<file path="config.mk">
export PLATFORM = sky130hd
export DESIGN_NAME = time_report_ctrl_flat
export DESIGN_NICKNAME = d
export VERILOG_FILES = /design/src/rtl/time_report_ctrl_if.sv /design/src/rtl/time_report_ctrl.sv /design/src/flat_wrapper.sv
export SDC_FILE = /design/constraint.sdc
export NUM_CORES = 1
export LEC_CHECK = 0
export BUFFER_PORTS_ARGS = -buffer_cell sky130_fd_sc_hd__buf_4
export CAP_MARGIN = 30
export CORE_UTILIZATION = 60
export CTS_BUF_LIST = sky130_fd_sc_hd__clkbuf_8
export CTS_CLUSTER_SIZE = 25
export DETAILED_ROUTE_END_ITERATION = 10
export PLACE_DENSITY_LB_ADDON = 0.25
export SLEW_MARGIN = 5
export SYNTH_ARGS = -nofsm -noshare
export SYNTH_HDL_FRONTEND = slang
export SYNTH_SLANG_ARGS = --single-unit
</file>
<file path="constraint.sdc">
create_clock -name clk -period 3.1 [get_ports clk]
set_clock_uncertainty 0.05 [all_clocks]
set_input_delay 0 -clock clk [delete_from_list [all_inputs] [get_ports clk]]
set_output_delay 0 -clock clk [all_outputs]
set_load 0.02 [all_outputs]
</file>
<file path="src/rtl/time_report_ctrl_if.sv">
// Character stream from the time report controller to a UART transmitter.
// tx_valid/tx_ready: a character moves on any cycle where both are high; while
// tx_valid is high and tx_ready is low, tx_data holds and tx_valid stays high.
interface time_report_ctrl_if #(
  parameter int DATA_WIDTH = 8
);
  logic                  tx_valid;
  logic                  tx_ready;
  logic [DATA_WIDTH-1:0] tx_data;

  modport master (
    output tx_valid,
    output tx_data,
    input  tx_ready
  );

  modport slave (
    input  tx_valid,
    input  tx_data,
    output tx_ready
  );
endinterface

</file>
<file path="src/rtl/time_report_ctrl.sv">
// Formats a snapshot of the BCD time as "CL hh:mm:ss\r\n" / "SW hh:mm:ss\r\n" for a UART.
// Optional macro TIME_REPORT_AUTO_EN adds periodic reports every AUTO_PERIOD tick_100hz pulses.
module time_report_ctrl #(
  parameter int DATA_WIDTH  = 8,
  parameter int AUTO_PERIOD = 100
) (
  input  logic                clk,
  input  logic                rst,
  input  logic                req,
  input  logic                tick_100hz,
  input  logic                sw_mode,
  input  logic [3:0]          hour1,
  input  logic [3:0]          hour0,
  input  logic [3:0]          min1,
  input  logic [3:0]          min0,
  input  logic [3:0]          sec1,
  input  logic [3:0]          sec0,
  time_report_ctrl_if.master  tx,
  output logic                busy,
  output logic                frame_done,
  output logic [1:0]          dbg_state
);

  typedef enum logic [1:0] {
    IDLE = 2'd0,
    SEND = 2'd1,
    DONE = 2'd2
  } state_t;

  localparam logic [3:0] LAST_IDX = 4'd12;

  state_t     state, state_n;
  logic [3:0] idx, idx_n;
  logic       pend, pend_n;
  logic       load;
  logic       start_evt;
  logic       auto_evt;
  logic [7:0] ch;

  logic       snap_mode;
  logic [3:0] snap_h1, snap_h0, snap_m1, snap_m0, snap_s1, snap_s0;

`ifdef TIME_REPORT_AUTO_EN
  localparam int CW = (AUTO_PERIOD > 1) ? $clog2(AUTO_PERIOD) : 1;
  localparam logic [CW-1:0] WRAP = CW'(AUTO_PERIOD - 1);

  logic [CW-1:0] auto_cnt;

  always_ff @(posedge clk) begin
    if (!rst) begin
      auto_cnt <= '0;
    end else if (tick_100hz) begin
      auto_cnt <= (auto_cnt == WRAP) ? '0 : auto_cnt + CW'(1);
    end
  end

  assign auto_evt = tick_100hz && (auto_cnt == WRAP);
`else
  localparam int unused_period = AUTO_PERIOD;
  logic tick_unused;
  assign tick_unused = tick_100hz;
  assign auto_evt    = 1'b0;
`endif

  // A req and an auto wrap in the same cycle collapse into one event.
  assign start_evt = req | auto_evt;

  function automatic logic [7:0] digit_char(input logic [3:0] d);
    return (d <= 4'd9) ? (8'h30 + {4'h0, d}) : 8'h3F;
  endfunction

  always_comb begin
    ch = 8'h00;
    case (idx)
      4'd0:    ch = snap_mode ? 8'h43 : 8'h53;
      4'd1:    ch = snap_mode ? 8'h4C : 8'h57;
      4'd2:    ch = 8'h20;
      4'd3:    ch = digit_char(snap_h1);
      4'd4:    ch = digit_char(snap_h0);
      4'd5:    ch = 8'h3A;
      4'd6:    ch = digit_char(snap_m1);
      4'd7:    ch = digit_char(snap_m0);
      4'd8:    ch = 8'h3A;
      4'd9:    ch = digit_char(snap_s1);
      4'd10:   ch = digit_char(snap_s0);
      4'd11:   ch = 8'h0D;
      4'd12:   ch = 8'h0A;
      default: ch = 8'h00;
    endcase
  end

  always_comb begin
    state_n = state;
    idx_n   = idx;
    pend_n  = pend;
    load    = 1'b0;
    case (state)
      IDLE: begin
        if (start_evt || pend) begin
          state_n = SEND;
          idx_n   = 4'd0;
          pend_n  = 1'b0;
          load    = 1'b1;
        end
      end
      SEND: begin
        if (start_evt) pend_n = 1'b1;
        if (tx.tx_ready) begin
          if (idx == LAST_IDX) state_n = DONE;
          else                 idx_n   = idx + 4'd1;
        end
      end
      DONE: begin
        if (start_evt) pend_n = 1'b1;
        state_n = IDLE;
      end
      default: state_n = IDLE;
    endcase
  end

  always_ff @(posedge clk) begin
    if (!rst) begin
      state     <= IDLE;
      idx       <= 4'd0;
      pend      <= 1'b0;
      snap_mode <= 1'b0;
      snap_h1   <= 4'd0;
      snap_h0   <= 4'd0;
      snap_m1   <= 4'd0;
      snap_m0   <= 4'd0;
      snap_s1   <= 4'd0;
      snap_s0   <= 4'd0;
    end else begin
      state <= state_n;
      idx   <= idx_n;
      pend  <= pend_n;
      if (load) begin
        snap_mode <= sw_mode;
        snap_h1   <= hour1;
        snap_h0   <= hour0;
        snap_m1   <= min1;
        snap_m0   <= min0;
        snap_s1   <= sec1;
        snap_s0   <= sec0;
      end
    end
  end

  assign tx.tx_valid = (state == SEND);
  assign tx.tx_data  = (state == SEND) ? DATA_WIDTH'(ch) : '0;
  assign busy        = (state != IDLE);
  assign frame_done  = (state == DONE);
  assign dbg_state   = state;

endmodule

</file>
<file path="src/flat_wrapper.sv">
// flat-port wrapper written by rule: the top's interface ports become plain ports
module time_report_ctrl_flat 
#(
  parameter int DATA_WIDTH  = 8,
  parameter int AUTO_PERIOD = 100
)
  (clk, rst, req, tick_100hz, sw_mode, hour1, hour0, min1, min0, sec1, sec0, busy, frame_done, dbg_state, tx_tx_valid, tx_tx_data, tx_tx_ready);
  time_report_ctrl_if #(.DATA_WIDTH(DATA_WIDTH)) tx_i ();
  input  logic clk;
  input  logic rst;
  input  logic req;
  input  logic tick_100hz;
  input  logic sw_mode;
  input  logic [3:0] hour1;
  input  logic [3:0] hour0;
  input  logic [3:0] min1;
  input  logic [3:0] min0;
  input  logic [3:0] sec1;
  input  logic [3:0] sec0;
  output logic busy;
  output logic frame_done;
  output logic [1:0] dbg_state;
  output wire logic [$bits(tx_i.tx_valid)-1:0] tx_tx_valid;
  output wire logic [$bits(tx_i.tx_data)-1:0] tx_tx_data;
  input wire logic [$bits(tx_i.tx_ready)-1:0] tx_tx_ready;
  assign tx_tx_valid = tx_i.tx_valid;
  assign tx_tx_data = tx_i.tx_data;
  assign tx_i.tx_ready = tx_tx_ready;
  time_report_ctrl #(.DATA_WIDTH(DATA_WIDTH), .AUTO_PERIOD(AUTO_PERIOD)) u_core (.clk(clk), .rst(rst), .req(req), .tick_100hz(tick_100hz), .sw_mode(sw_mode), .hour1(hour1), .hour0(hour0), .min1(min1), .min0(min0), .sec1(sec1), .sec0(sec0), .tx(tx_i), .busy(busy), .frame_done(frame_done), .dbg_state(dbg_state));
endmodule
</file>
Word level (Yosys, flattened, before mapping)
Cells that the tools add are included.

Reductions and logical operators: 11. Add/subtract/negate cells: 7. Order comparisons: 6. Mux-type cells: 23. Equality and inequality tests: 19.

Operators with widths (count): one-hot mux 8 bit (12 select lines) (1); two-way mux 8 bit (7); adder 6 x 4 -> 7 bit, first input constant (6); less-or-equal comparator 4 bit, second input constant (6); equality test 4 bit, second input constant (5); equality test 4 x 3 -> 1 bit, second input constant (4); two-way mux 4 bit (3); two-way mux 5 bit (2); equality test 4 x 2 -> 1 bit, second input constant (2); inequality test 2 x 1 -> 1 bit, second input constant (4); one-hot mux 4 bit (2 select lines) (1); two-way mux 2 bit (3); AND reduction 3 bit (2); nonzero test 2 bit (3); adder 4 x 1 -> 4 bit, second input constant (1); equality test 4 x 1 -> 1 bit, second input constant (1); zero test 4 bit (1); two-way mux 1 bit (4); one-hot mux 2 bit (2 select lines) (1); AND reduction 4 bit (1); OR reduction 2 bit (2); equality test 2 x 1 -> 1 bit, second input constant (1); equality test 2 bit, second input constant (1); zero test 2 bit (1); other kinds (3) (3).

Register bits: 32. Bits of input ports: 30. Output and inout port bits: 13.

Depth between registers and ports, before layout
Depth in word-level cells: 4. Gate-level depth with buffers: 7.

Worst setup path before layout
OpenSTA, ideal clock, no wires.

Path type: flip-flop to flip-flop. Start point: register u_core.state[1] (netlist: u_core.dbg_state[1]). End point: register u_core.idx[2]. Path slack: 1.270 ns. Cell stages (with the launch flop): 8. Library setup time: 0.070 ns. Period minus slack after synthesis: 1.830 ns. Arrival time: 1.710 ns. Cells stage by stage: dfxtp_1 > inv_1 > ha_1 > buf_2 > nor2b_1 > a31oi_1 > or3_1 > a21oi_1.

Cells in the longest elaborated chain, start to end: 3.

RTL lines: start, declared (line time_report_ctrl.sv:32) `state_t state, state_n;`; start signal, assigned (line time_report_ctrl.sv:134) `state <= state_n;`; equality test 2 x 1 -> 1 bit *; named net tx_tx_valid (line flat_wrapper.sv:23) `output wire logic [$bits(tx_i.tx_valid)-1:0] tx_tx_valid;`; inequality test 2 bit (no line) (tied with other cells); AND reduction 4 bit (no line); end signal, assigned (line time_report_ctrl.sv:135) `idx <= idx_n;`; end, declared (line time_report_ctrl.sv:33) `logic [3:0] idx, idx_n;`.

The timed path passes the listed nets; every way through them passes the cells marked *. A chain may end at the register's enable or synchronous reset.

Worst setup path after layout
Start point: register u_core.idx[0]. End point: output tx_tx_data[0].

Cells in the longest elaborated chain, start to end: 4.

RTL lines: equality test 4 x 3 -> 1 bit or equality test 4 bit (tied branches) (line time_report_ctrl.sv:74) `case (idx)`; OR reduction 2 bit (no line); one-hot mux 8 bit (12 select lines) * (line time_report_ctrl.sv:74); two-way mux 8 bit * (line time_report_ctrl.sv:150) `assign tx.tx_data = (state == SEND) ? DATA_WIDTH'(ch) : '0;`; end, declared (line flat_wrapper.sv:24) `output wire logic [$bits(tx_i.tx_data)-1:0] tx_tx_data;`.

Mark *: on every way between the ends. The rest lies on a longest branch, timed or not.

==> impl_metrics.env <==
export IMPL_whs_endpoint="u_core.snap_mode$_SDFFE_PN0P_"
export IMPL_grt_max_degree=35
export IMPL_portBuffers=40
export IMPL_drtIter0Drc=123
export IMPL_ctsHoldBuffers=26
export IMPL_final_cell_mix="59 x nand2_1, 41 x buf_4, 32 x dfxtp_1"
export IMPL_regToRegStartpoint="u_core.dbg_state[1]$_SDFFE_PN0P_"
export IMPL_synth_edf_count=0
export IMPL_syn2layout_area_growth_pct=35.29
export IMPL_rsz0062_at_grt="false"
export IMPL_hold_class="input pin to flip-flop"
export IMPL_timing_final_ws_setup_ns=0.7777
export IMPL_routedWlPerCell_um=14.13
export IMPL_setup_violations=0
export IMPL_whs_path_depth=2
export IMPL_worstSetupStartpoint="u_core.idx[0]$_SDFFE_PN0P_"
export IMPL_grt_first_pass_wirelength_um=8093
export IMPL_final_util_pct=84.92
export IMPL_slew_headroom_pct=51.49
export IMPL_root_buffer="clkbuf_8"
export IMPL_fin_crit_ns=2.322
export IMPL_crit_path_end_kind="output pin"
export IMPL_post_route_period_util_pct=74.91
export IMPL_antenna_found_initial=0
export IMPL_start_util_pct=62.77
export IMPL_timing_fmax_mhz=430.6
export IMPL_first_global_vias=1873
export IMPL_cts_buffer_depth=2
export IMPL_cts_repair_resized=0
export IMPL_cts_tree="done"
export IMPL_ys_async_sr_fraction_pct=0
export IMPL_post_dp_cell_area_um2=2188
export IMPL_worstPathMaxFanout=10
export IMPL_gr_total_overflow=0
export IMPL_rr_endpoint="u_core.idx[2]$_SDFFE_PN0P_"
export IMPL_maxCapViolations=0
export IMPL_synthesis_nets=293
export IMPL_final_common_cell="nand2_1"
export IMPL_routed_wl_um=5088
export IMPL_p_total_w=0.001847
export IMPL_tightest_slew_ns=0.7267
export IMPL_synth_ff_latch_count=32
export IMPL_final_layout_size_suffix_gt1_share_pct=18.04
export IMPL_fillers=186
export IMPL_route_met2_wl_um=2546
export IMPL_yosysSeqAreaShare_pct=33.71
export IMPL_min_delay_start="rst"
export IMPL_die_area_um2=3397
export IMPL_grt_usage_pct=32.13
export IMPL_numCtsBuffers=5
export IMPL_clock_latency_ns=0.29
export IMPL_fin_setup_tns_ns=0
export IMPL_antenna_cells=0
export IMPL_routed_top_layer="met4"
export IMPL_syn_area_per_cell_um2=7.453
export IMPL_postLayoutCellArea_um2=2571
export IMPL_worst_r2r_path_depth=5
export IMPL_required_ns=3.05
export IMPL_cts_sinks=32
export IMPL_m1WireLength_um=2207
export IMPL_dp_slack_ns=1.101
export IMPL_synth_ff_type="dfxtp_1"
export IMPL_timing_worst_setup_path_type="flip-flop to output pin"
export IMPL_cts_clk_slew_worst_paths_ns=0.06
export IMPL_syn_inst=255
export IMPL_p_per_area_nw_per_um2=718.1
export IMPL_final_antenna_net_count=0
export IMPL_status="finished clean"
export IMPL_slew_viol_final=0
export IMPL_hold_violations=0
export IMPL_netlist_area_um2=1901
export IMPL_crit_path_start_kind="flip-flop"
export IMPL_firstDrtPassIters=5
export IMPL_routabilityCongestion=0.9108
export IMPL_dpl_hpwl_um=3111
export IMPL_crit_arrival_ns=2.27
export IMPL_io_pins=43
export IMPL_coreArea_um2=3028
export IMPL_vias_per_cell=5.592
export IMPL_via_count=2013
export IMPL_peakVddDrop_mv=0.4558
export IMPL_row_count=20
export IMPL_nets=353
export IMPL_postCtsSetupBuffers=0
export IMPL_cts_max_level=2
export IMPL_leakage_nw=1.014
export IMPL_die_width_um=58.28
export IMPL_met3_wirelength_um=250
export IMPL_die_h_um=58.28
export IMPL_drc=0
export IMPL_rrSetupSlack_ns=1.27
export IMPL_synth_distinct_cells=43
export IMPL_yosysWarnings=0
[registers in the layout, summed over array words and instances, names as in the netlist, 2 cells and up]
register and cells:
u_core.snap_h0 4, u_core.idx 4, u_core.snap_m0 4, u_core.snap_s1 4, u_core.dbg_state 2, u_core.snap_s0 4, u_core.snap_m1 4, u_core.snap_h1 4
[cell type report]
| type | count | area [um2] | area share, % |
|---|---|---|---|
| Multi-Input combinational cell | 196 | 1140 | 44.33 |
| Sequential cell | 32 | 640.6 | 24.91 |
| Timing Repair Buffer | 68 | 583.1 | 22.68 |
| Clock buffer | 5 | 68.82 | 2.676 |
| Tap cell | 44 | 55.05 | 2.141 |
| Inverter | 12 | 45.04 | 1.752 |
| Clock inverter | 3 | 38.79 | 1.509 |
[power by group]
| group | total [W] | internal [W] | switching [W] |
|---|---|---|---|
| Sequential | 0.000606 | 0.000505 | 0.000101 |
| Clock | 0.000394 | 0.000235 | 0.000159 |
| Combinational | 0.000847 | 0.000344 | 0.000503 |
[worst max-delay path by stage]
stage	end	cells after the start	slack, ns
final	tx_tx_data[0]	7	0.78
after global routing	tx_tx_data[3]	7	0.54
after CTS	tx_tx_data[0]	7	0.79
after detailed placement	tx_tx_data[0]	7	1.10
after global placement	tx_tx_data[0]	7	1.13
after floorplan	u_core.idx[2]$_SDFFE_PN0P_	7	1.27
[cells in the mapped netlist (4+ instances only)]
master	count	area (um2)
nor2_1	9	33.78
a21boi_0	23	172.7
clkbuf_1	7	26.28
nand3_1	5	25.02
nand2_1	59	221.5
inv_1	12	45.04
dfxtp_1	32	640.6
buf_2	6	30.03
nand2b_1	8	50.05
nor3b_1	4	30.03
nor3_1	5	25.02
ha_1	8	100.1
a21oi_1	21	105.1
o21ai_0	15	75.07
[per-stage QoR]
stage,std cells,hold WS (ns)
6_report,360,0.07086
5_1_grt,360,0.08200
4_1_cts,359,0.06591
3_5_place_dp,325,0.2135
3_3_place_gp,325,0.1978
2_1_floorplan,255,0.08483
[per-layer routing]
metal | up-vias | global-route usage, %
li1 | 1007 | -
met1 | 933 | 38.02
met2 | 64 | 54.19
met3 | 9 | 9.152
met4 | 0 | 13.95
met5 | - | 0
[logic make-up after synthesis]
| kind of cell | after synthesis | synth area share [%] |
|---|---|---|
| and+or+nand+nor | 101 | 24.42 |
| AOI/OAI and AO/OA | 85 | 29.56 |
| DFF | 32 | 33.71 |
| buffers and inverters | 27 | 6.320 |
| adders and majority gates | 8 | 5.267 |
| muxes | 1 | 0.5267 |
| other | 1 | 0.1973 |
[critical path: stages, from the launching register on]
cell      delay (ns)
dfxtp_1         0.40
inv_1           0.11
ha_1            0.33
or4_4           0.57
o211ai_2        0.15
a311o_2         0.17
o31ai_1         0.07
buf_4           0.19
(Power assumes the default switching activity.)
